**config.mk**
```make
export PLATFORM = sky130hd
export DESIGN_NAME = fifo_wr_arbiter
export DESIGN_NICKNAME = d
export VERILOG_FILES = /design/src/rtl/fifo_pkg.sv /design/src/rtl/fifo_wr_arbiter_rr_pick.sv /design/src/rtl/fifo_wr_arbiter.sv
export SDC_FILE = /design/constraint.sdc
export NUM_CORES = 1
export LEC_CHECK = 0
export ABC_AREA = 0
export CAP_MARGIN = 25
export CORE_ASPECT_RATIO = 0.75
export CORE_UTILIZATION = 38
export DETAILED_ROUTE_END_ITERATION = 10
export PLACE_DENSITY = 0.77
export SETUP_SLACK_MARGIN = 0.1
export SLEW_MARGIN = 30
export SYNTH_ARGS = -nofsm -noshare
export SYNTH_HDL_FRONTEND = slang
export SYNTH_SLANG_ARGS = --single-unit
```
**constraint.sdc**
```tcl
create_clock -name wclk -period 2.5 [get_ports wclk]
set_input_delay 0.375 -clock wclk [delete_from_list [all_inputs] [get_ports wclk]]
set_output_delay 0.375 -clock wclk [all_outputs]
set_load 0.01 [all_outputs]
```
**src/rtl/fifo_pkg.sv**
```systemverilog
// Shared definitions for the FIFO write-port arbiter: FSM state
// encoding and the width helpers for the beat counter and owner index.
package fifo_pkg;

    // Arbiter FSM states: IDLE searches for a requester, GRANT streams its beats.
    typedef enum logic [0:0] {
        ST_IDLE  = 1'b0,
        ST_GRANT = 1'b1
    } arb_state_e;

    // Beat counter must represent 0..BURST.
    function automatic int beat_cnt_width(input int burst);
        return $clog2(burst + 1);
    endfunction

    // Owner index width; never narrower than one bit.
    function automatic int owner_idx_width(input int nreq);
        return (nreq > 1) ? $clog2(nreq) : 1;
    endfunction

endpackage

```
**src/rtl/fifo_wr_arbiter_rr_pick.sv**
```systemverilog
// Round-robin first-set search: returns the first requester with its bit
// set, starting at ptr and wrapping modulo NREQ, as a one-hot vector.
module rr_pick
    import fifo_pkg::*;
#(
    parameter int NREQ = 4,
    parameter int IW   = 2
) (
    input  logic [NREQ-1:0] req,
    input  logic [IW-1:0]   ptr,
    output logic [NREQ-1:0] pick,
    output logic            any
);

    localparam int            IW1    = IW + 1;
    localparam logic [IW:0]   NREQ_W = IW1'(NREQ);

    logic [IW:0]   sum_s;
    logic [IW-1:0] idx_s;

    // Walk the requesters from ptr upward, wrapping, and keep the first hit.
    always_comb begin
        pick  = '0;
        any   = 1'b0;
        sum_s = '0;
        idx_s = '0;
        for (int i = 0; i < NREQ; i++) begin
            sum_s = {1'b0, ptr} + IW1'(i);
            if (sum_s >= NREQ_W) begin
                sum_s = sum_s - NREQ_W;
            end else begin
                sum_s = sum_s;
            end
            idx_s = sum_s[IW-1:0];
            if (!any && req[idx_s]) begin
                pick[idx_s] = 1'b1;
                any         = 1'b1;
            end else begin
                any = any;
            end
        end
    end

endmodule

```
**src/rtl/fifo_wr_arbiter.sv**
```systemverilog
// Round-robin arbiter multiplexing NREQ valid/ready sources onto a single
// FIFO write port. An owner keeps the port for up to BURST beats, stalls
// while the FIFO is full, and releases early when its valid drops.
module fifo_wr_arbiter
    import fifo_pkg::*;
#(
    parameter int DSIZE = 8,
    parameter int NREQ  = 4,
    parameter int BURST = 4
) (
    input  logic                  wclk,
    input  logic                  wrst_n,
    input  logic [NREQ-1:0]       req_valid,
    input  logic [NREQ*DSIZE-1:0] req_data,
    output logic [NREQ-1:0]       req_ready,
    input  logic                  wfull,
    output logic                  winc,
    output logic [DSIZE-1:0]      wdata,
    output logic [NREQ-1:0]       grant
);

    localparam int              IW        = owner_idx_width(NREQ);
    localparam int              CW        = beat_cnt_width(BURST);
    localparam logic [IW-1:0]   LAST_IDX  = IW'(NREQ - 1);
    localparam logic [CW-1:0]   LAST_BEAT = CW'(BURST - 1);

    arb_state_e      state_r,    state_nxt_s;
    logic [IW-1:0]   owner_r,    owner_nxt_s;
    logic [IW-1:0]   rr_ptr_r,   rr_ptr_nxt_s;
    logic [CW-1:0]   beat_cnt_r, beat_cnt_nxt_s;
    logic [NREQ-1:0] grant_r,    grant_nxt_s;

    logic [NREQ-1:0] pick_oh_s;
    logic            pick_any_s;
    logic [IW-1:0]   pick_idx_s;
    logic [IW-1:0]   owner_inc_s;
    logic            owner_valid_s;
    logic            xfer_s;
    logic            last_beat_s;

    rr_pick #(
        .NREQ (NREQ),
        .IW   (IW)
    ) u_rr_pick (
        .req  (req_valid),
        .ptr  (rr_ptr_r),
        .pick (pick_oh_s),
        .any  (pick_any_s)
    );

    // Convert the one-hot pick into an owner index.
    always_comb begin
        pick_idx_s = '0;
        for (int i = 0; i < NREQ; i++) begin
            if (pick_oh_s[i]) begin
                pick_idx_s = IW'(i);
            end else begin
                pick_idx_s = pick_idx_s;
            end
        end
    end

    // Owner-side handshake terms and the wrapped successor of the owner.
    always_comb begin
        owner_valid_s = 1'b0;
        if (state_r == ST_GRANT) begin
            owner_valid_s = req_valid[owner_r];
        end else begin
            owner_valid_s = 1'b0;
        end
        xfer_s      = owner_valid_s & ~wfull;
        last_beat_s = (beat_cnt_r == LAST_BEAT);
        if (owner_r == LAST_IDX) begin
            owner_inc_s = '0;
        end else begin
            owner_inc_s = owner_r + IW'(1);
        end
    end

    // Next-state logic: pick an owner in IDLE, count beats and release in GRANT.
    always_comb begin
        state_nxt_s    = state_r;
        owner_nxt_s    = owner_r;
        rr_ptr_nxt_s   = rr_ptr_r;
        beat_cnt_nxt_s = beat_cnt_r;
        grant_nxt_s    = grant_r;
        case (state_r)
            ST_IDLE: begin
                if (pick_any_s) begin
                    state_nxt_s    = ST_GRANT;
                    owner_nxt_s    = pick_idx_s;
                    grant_nxt_s    = pick_oh_s;
                    beat_cnt_nxt_s = '0;
                end else begin
                    grant_nxt_s = '0;
                end
            end
            ST_GRANT: begin
                // A missing owner beat ends the burst even if the FIFO is full:
                // there is nothing left to hold the port for.
                if (!owner_valid_s || (xfer_s && last_beat_s)) begin
                    state_nxt_s    = ST_IDLE;
                    rr_ptr_nxt_s   = owner_inc_s;
                    beat_cnt_nxt_s = '0;
                    grant_nxt_s    = '0;
                end else if (xfer_s) begin
                    beat_cnt_nxt_s = beat_cnt_r + CW'(1);
                end else begin
                    beat_cnt_nxt_s = beat_cnt_r;
                end
            end
            default: begin
                state_nxt_s    = ST_IDLE;
                owner_nxt_s    = '0;
                rr_ptr_nxt_s   = '0;
                beat_cnt_nxt_s = '0;
                grant_nxt_s    = '0;
            end
        endcase
    end

    // Arbiter state registers; reset abandons any burst in flight.
    always_ff @(posedge wclk or negedge wrst_n) begin
        if (!wrst_n) begin
            state_r    <= ST_IDLE;
            owner_r    <= '0;
            rr_ptr_r   <= '0;
            beat_cnt_r <= '0;
            grant_r    <= '0;
        end else begin
            state_r    <= state_nxt_s;
            owner_r    <= owner_nxt_s;
            rr_ptr_r   <= rr_ptr_nxt_s;
            beat_cnt_r <= beat_cnt_nxt_s;
            grant_r    <= grant_nxt_s;
        end
    end

    // FIFO write port and ready steering; combinational so the FIFO sees
    // the owner's beat in the same cycle, gated off entirely outside GRANT.
    always_comb begin
        req_ready = '0;
        winc      = 1'b0;
        wdata     = '0;
        grant     = grant_r;
        if (state_r == ST_GRANT) begin
            req_ready = grant_r & {NREQ{~wfull}};
            winc      = xfer_s;
            wdata     = req_data[owner_r*DSIZE +: DSIZE];
        end else begin
            req_ready = '0;
            winc      = 1'b0;
            wdata     = '0;
        end
    end

endmodule

```
==> impl_metrics.csv, run 1 <==
group,metric,value,unit
status,outcome,"finished, final reports clean",
power_and_ir_drop,leakagePower,0.000843,uW
sta,rsz0062_at_grt,"false",
placement,placed_cells,216,
synth,yosys_warnings,0,
final_layout,drive_above_1_share,18.9,%
synth,async_flop_share,100,%
detailed_routing,via_count,1201,
placement,gp_congestion,0.808,
synth,syn-num-nets,167,
setup_path,r2r_slack,0.26,ns
detailed_routing,drt.antenna.violating_nets,0,
setup_path,rr_worst_depth,7,
setup_path,cpPeakStageDelay,0.51,ns
min_path,hold_depth,2,
global_route,grt_first_pass_wirelength,5530,um
cts,clkTransAtPathRegs,0.06,ns
min_path,holdPathEnd,"beat_cnt_r[2]",
setup_path,critPathLaunchType,"flop",
sta,finalCritPeriodShare,93.6,%
final_layout,diodes,0,
synth,synth_top_area_share,24.3,%
setup_path,cp-end-kind,"output port",
cts,cts_root_buf,"clkbuf_8",
synth,syn_area,1240,sq um
detailed_routing,route.detailed.drc,0,
cts,clkSinkCount,12,
synth,synth_top_area_cell,"dfrtp_1",
cts,clk_path_buf_depth,2,
setup_path,critPathRequiredTime,2.12,ns
flow_run,max_cap_violations,0,
setup_path,cp.arrival,1.96,ns
cts,numCtsBuffers,3,
detailed_routing,first_pass_iters,4,
global_route,grt_max_degree,16,
placement,place_hpwl,2940,um
power_and_ir_drop,power_density,1010,nW/um^2
setup_path,critical_path_cell_count,4,
sta,slew_viol_final,0,
detailed_routing,wire_per_inst,16.2,um
setup_path,path_cells,"buf_12 > mux4_2 > and2_1 > clkdlybuf4s50_1",
sta,clock.fmax,427,MHz
sta,setup_viol,0,
sta,clock_skew,0.00727,ns
synth,synth.top_cells.by_count,"and2_1, dfrtp_1, nand2_1, ha_1, mux4_2",
floorplanning,die_w,67.9,um
cts,insertion_delay,0.24,ns
floorplanning,fp.dieH,51.4,um
global_route,grt.total_usage,21.6,%
floorplanning,row_count,17,
global_route,grt_pass1_vias,1156,
floorplanning,io-pin-count,56,
cts,cts_tree,"built",
final_layout,final_cells,223,
floorplanning,initial_core_util,41.0,%
setup_path,reg2reg_to,"owner_r[0]",
min_path,hold_class,"flop to flop",
synth,ys_ff_latch,12,
detailed_routing,drt_wl_total,3620,um
synth,syn_avg_cell_area,10.4,sq um
min_path,hp-start,"beat_cnt_r[2]",
sta,postLayoutSetupSlackWorst,0.161,ns
floorplanning,core-area,3020,sq um
synth,synthTopCellsByArea,"dfrtp_1, mux4_2, ha_1",
sta,layout_min_cycle_time,2.34,ns
final_layout,finalNetCount,234,
sta,slew_headroom,63.0,%
synth,ys_types,38,
cts,htree_levels,1,
setup_path,crit_buf_inv,2,
placement,portBuffers,55,
setup_path,crit_type,"flop to output port",
final_layout,fillers,256,
synth,netlist_instances,119,
synth,synth-edff-count,0,
sta,finalHoldViolations,0,
setup_path,worstReg2RegStart,"rr_ptr_r[0]",
synth,yosysMostFrequentCell,"and2_1",
synth,synth-seq-area-share,24.3,%
floorplanning,die-area,3490,sq um
setup_path,crit_family,"buffers and inverters",
final_layout,synthToLayoutAreaGrowth,59.8,%
placement,pre_cts_ws,-0.00654,ns
power_and_ir_drop,peakVddDrop,0.445,mV
setup_path,crit_slowest_cell,"mux4_2",
detailed_routing,drtIter0Drc,37,
sta,tightestPinTransition,0.554,ns
setup_path,worstPathMaxFanout,10,
global_route,antenna_found_initial,0,
synth,yosys_most_used_dff,"dfrtp_1",
detailed_routing,viasPerCell,5.39,
global_route,grt_overflow,0,
-- worst min-delay path: cells and delay by family, from the launching register on --
| kind | cells | cell delay (ns) |
|---|---|---|
| compound gates | 1 | 0.05 |
| flops | 1 | 0.34 |
| simple gates | 1 | 0.05 |
-- report_power, final --
part | leakage [uW] | total (uW) | switching (uW) | internal [uW]
logic | 0.000664 | 1430 | 630 | 805
registers | 0.000150 | 356 | 82.2 | 274
clock network | 0.0000288 | 213 | 73.6 | 139
total | 0.000843 | 2000 | 786 | 1220
-- registers in the layout, summed over array words and instances (netlist names) --
name        cells
owner_r         2
beat_cnt_r      3
state_r         1
rr_ptr_r        2
grant           4
-- cell usage in the layout, fill, tap and decap left out, types with 3 or more instances in the layout --
cell type        netlist  routed
clkdlybuf4s50_1        0      53
and2_1                14      14
nand2_1               11      11
dfrtp_1               12      11
buf_4                  0      11
mux4_2                 9      10
ha_1                   9       8
inv_1                  6       6
nor2_1                 6       6
o21ai_0                5       5
clkbuf_8               1       4
nor3_1                 3       3
o31ai_1                3       3
-- worst max-delay path by stage --
stage,start,end,slack (ns)
2_1_floorplan,rr_ptr_r[0],owner_r[0],0.11
4_1_cts,owner_r[0],wdata[2],0.10
3_3_place_gp,req_valid[3],winc,0.05
3_5_place_dp,req_valid[0],owner_r[0],-0.007
5_1_grt,owner_r[0],wdata[5],0.1
6_report,owner_r[0],wdata[0],0.16
-- area by class of cell --
class | instances | area, sq um | area share, %
Multi-Input combinational cell | 96 | 892 | 45.1
Clock buffer | 4 | 55.1 | 2.78
Timing Repair Buffer | 67 | 658 | 33.3
Sequential cell | 12 | 302 | 15.3
Tap cell | 38 | 47.5 | 2.41
Inverter | 6 | 22.5 | 1.14
-- what timing repair did --
item / in CTS / in global routing
hold buffers: 0 / 0
gates resized for setup: 3 / 7
setup buffers: 1 / 2
endpoints found under the setup margin: 9 / 12
-- cell families (layout without fill, tap and decap cells) --
group           Yosys count  count (layout)  share of synthesized area (%)
fa+ha+maj                 9               9                           9.10
compound gates           24              24                           14.6
simple gates             47              47                           20.5
mux                      16              16                           26.2
flops                    12              12                           24.3
buf+inv                  11              77                           5.36
-- metrics by stage --
| step | hold slack (ns) | total power [uW] | util (%) | TNS [ns] | instance area, sq um |
|---|---|---|---|---|---|
| after floorplan | 0.0794 | 1180 | - | 0 | 1240 |
| after global placement | 0.464 | 1610 | 61.6 | 0 | 1860 |
| after detailed placement | 0.469 | 1660 | 61.6 | -0.00654 | 1860 |
| after CTS | 0.483 | 1900 | 63.7 | 0 | 1920 |
| after global routing | 0.514 | 2150 | 65.5 | 0 | 1980 |
| final | 0.481 | 2000 | 65.5 | 0 | 1980 |
-- layer usage --
| metal | share of wire [%] | vias up | global-route usage [%] |
|---|---|---|---|
| met5 | 0 | - | 0 |
| met4 | 0.22 | 0 | 3.13 |
| met3 | 4.0 | 2 | 3.35 |
| li1 | - | 585 | - |
| met1 | 47 | 585 | 31.0 |
| met2 | 48 | 29 | 34.8 |
Note: power is estimated with default switching activity, not from simulation.
==> run 2, diff against run 1 <==
--- a/config.mk
+++ b/config.mk
@@ -8,9 +8,10 @@
 export ABC_AREA = 0
 export CAP_MARGIN = 25
 export CORE_ASPECT_RATIO = 0.75
-export CORE_UTILIZATION = 38
+export CORE_UTILIZATION = 39
+export CTS_BUF_LIST = sky130_fd_sc_hd__clkbuf_2
 export DETAILED_ROUTE_END_ITERATION = 10
-export PLACE_DENSITY = 0.77
+export PLACE_DENSITY = 0.79
 export SETUP_SLACK_MARGIN = 0.1
 export SLEW_MARGIN = 30
 export SYNTH_ARGS = -nofsm -noshare
==> run 2 against run 1 <==
Setup slack improved by 0.022 ns. Critical path depth rose by 1. Clock skew fell by 0.0016 ns. Sequential power is 8.7% higher. Global-route usage increased by 0.98 points. Combinational power is 5% lower. Utilization down 0.45 points. First-iteration DRC count rose by 27%. Sequential share of layout area increased by 0.39 points. Register-to-register slack got worse by 0.06 ns.
==> impl_metrics.csv, run 2 (same netlist as run 1, synthesis figures left out) <==
group,metric,value,unit
detailed_routing,via_count,1235,
sta,postLayoutSetupSlackWorst,0.182,ns
cts,insertion_delay,0.26,ns
detailed_routing,viasPerCell,5.46,
placement,pre_cts_ws,0.0275,ns
sta,fin_tns_setup,0,ns
setup_path,path_cells,"buf_6 > buf_4 > mux4_2 > and2_1 > dlygate4sd2_1",
global_route,grt_pass1_vias,1207,
detailed_routing,route.detailed.drc,0,
power_and_ir_drop,leakagePower,0.000845,uW
status,outcome,"finished, final reports clean",
cts,htree_levels,1,
setup_path,critical_path_cell_count,5,
final_layout,final_common_cell,"clkdlybuf4s50_1",
global_route,grt_max_degree,16,
setup_path,crit_slowest_cell,"mux4_2",
floorplanning,die_w,67.0,um
final_layout,final_cell_mix,"clkdlybuf4s50_1, and2_1, buf_4",
floorplanning,die-area,3400,sq um
final_layout,fin_util,65.0,%
cts,cts_root_buf,"clkbuf_2",
placement,gp_congestion,0.846,
sta,finalHoldViolations,0,
floorplanning,core-area,2980,sq um
setup_path,crit_buf_inv,3,
final_layout,synthToLayoutAreaGrowth,56.4,%
cts,clkTransAtPathRegs,0.12,ns
setup_path,critPathLaunchType,"flop",
floorplanning,initial_core_util,41.6,%
detailed_routing,first_pass_iters,4,
cts,clkSinkCount,12,
min_path,hold_class,"input port to async pin",
sta,finalCritPeriodShare,92.7,%
placement,place_area,1870,sq um
setup_path,cp.arrival,1.94,ns
power_and_ir_drop,peakVddDrop,0.404,mV
cts,numCtsBuffers,3,
cts,clk_path_buf_depth,2,
sta,slew_headroom,64.1,%
detailed_routing,drtIter0Drc,47,
final_layout,drive_above_1_share,19.7,%
sta,clock.fmax,431,MHz
sta,clock_skew,0.00563,ns
floorplanning,fp.dieH,50.8,um
detailed_routing,drt.antenna.violating_nets,0,
sta,slew_viol_final,0,
setup_path,cpPeakStageDelay,0.51,ns
final_layout,fillers,246,
final_layout,final_cell_area,1940,sq um
final_layout,finalNetCount,237,
final_layout,largest_reg_flops,4,
flow_run,max_cap_violations,0,
detailed_routing,wire_per_inst,16.4,um
setup_path,rr_worst_depth,6,
sta,rsz0062_at_grt,"false",
sta,tightestPinTransition,0.537,ns
power_and_ir_drop,power_density,955,nW/um^2
global_route,grt_first_pass_wirelength,5760,um
global_route,antenna_found_initial,0,
global_route,grt.total_usage,22.6,%
setup_path,crit_type,"flop to output port",
floorplanning,row_count,17,
floorplanning,io-pin-count,56,
sta,setup_viol,0,
power_and_ir_drop,report.power.total,1850,uW
cts,cts_tree,"built",
setup_path,cp-end-kind,"output port",
placement,portBuffers,55,
sta,layout_min_cycle_time,2.32,ns
final_layout,diodes,0,
global_route,grt_overflow,0,
setup_path,worstPathMaxFanout,5,
detailed_routing,drt_wl_total,3710,um
placement,place_hpwl,2970,um
setup_path,critPathRequiredTime,2.12,ns
setup_path,crit_family,"buffers and inverters",
[run 2: cell count changes in the layout (fill, tap and decap cells not counted), moves of 3 or more]
cell	delta
dlygate4sd2_1	+9
clkdlybuf4s50_1	-8
clkbuf_8	-4
buf_4	+3
clkbuf_2	+3
[run 2: worst paths after layout]
| path | start | end | slack [ns] |
|---|---|---|---|
| min in group wclk | beat_cnt_r[2] | beat_cnt_r[2] | 0.50 |
| max | owner_r[0] | wdata[4] | 0.18 |
| min reg2reg | beat_cnt_r[2] | beat_cnt_r[2] | 0.50 |
| max in group asynchronous | wrst_n | state_r | 1.67 |
| max reg2reg | rr_ptr_r[0] | owner_r[1] | 0.20 |
| min | wrst_n | grant[0] | 0.45 |
[run 2: power by group]
part,switching (uW),total (uW),internal (uW)
sequential,113,387,274
combinational,602,1360,759
clock,65.6,100,34.7
total,780,1850,1070
[run 2: through the flow]
step	hold slack (ns)	cells
final	0.445	226
after global routing	0.461	226
after CTS	0.451	224
after global placement	0.458	218
after floorplan	0.0794	119
after detailed placement	0.485	218
[run 2: layout make-up]
type / count / area, sq um / area share, %
inverters: 6 / 22.5 / 1.16
clock buffers: 3 / 15.0 / 0.776
well taps: 38 / 47.5 / 2.46
multi-input cells: 96 / 886 / 45.8
flip-flops and latches: 12 / 303 / 15.6
clock inverters: 1 / 3.75 / 0.194
repair buffers: 70 / 658 / 34.0
[run 2: timing repair]
| item | 4_1_cts | 5_1_grt |
|---|---|---|
| setup endpoints to repair | 9 | 10 |
| resized for setup | 12 | 4 |
| buffers inserted | 2 | 2 |
| hold buffers | 0 | 0 |
[run 2: metal layers]
layer	up-vias	track usage (%)	wire, um
met1	604	28.3	1540
met3	6	1.14	95
met2	34	40.5	2010
met5	-	0	0
met4	0	8.16	57
li1	591	-	-
[run 2: worst register-to-register path, delay by kind of cell, from the launching register on]
| kind | cells | cell delay [ns] |
|---|---|---|
| muxes | 1 | 0.57 |
| buffers and inverters | 1 | 0.11 |
| DFF | 1 | 0.39 |
| AOI/OAI and AO/OA | 3 | 0.79 |
| adders and majority gates | 1 | 0.31 |
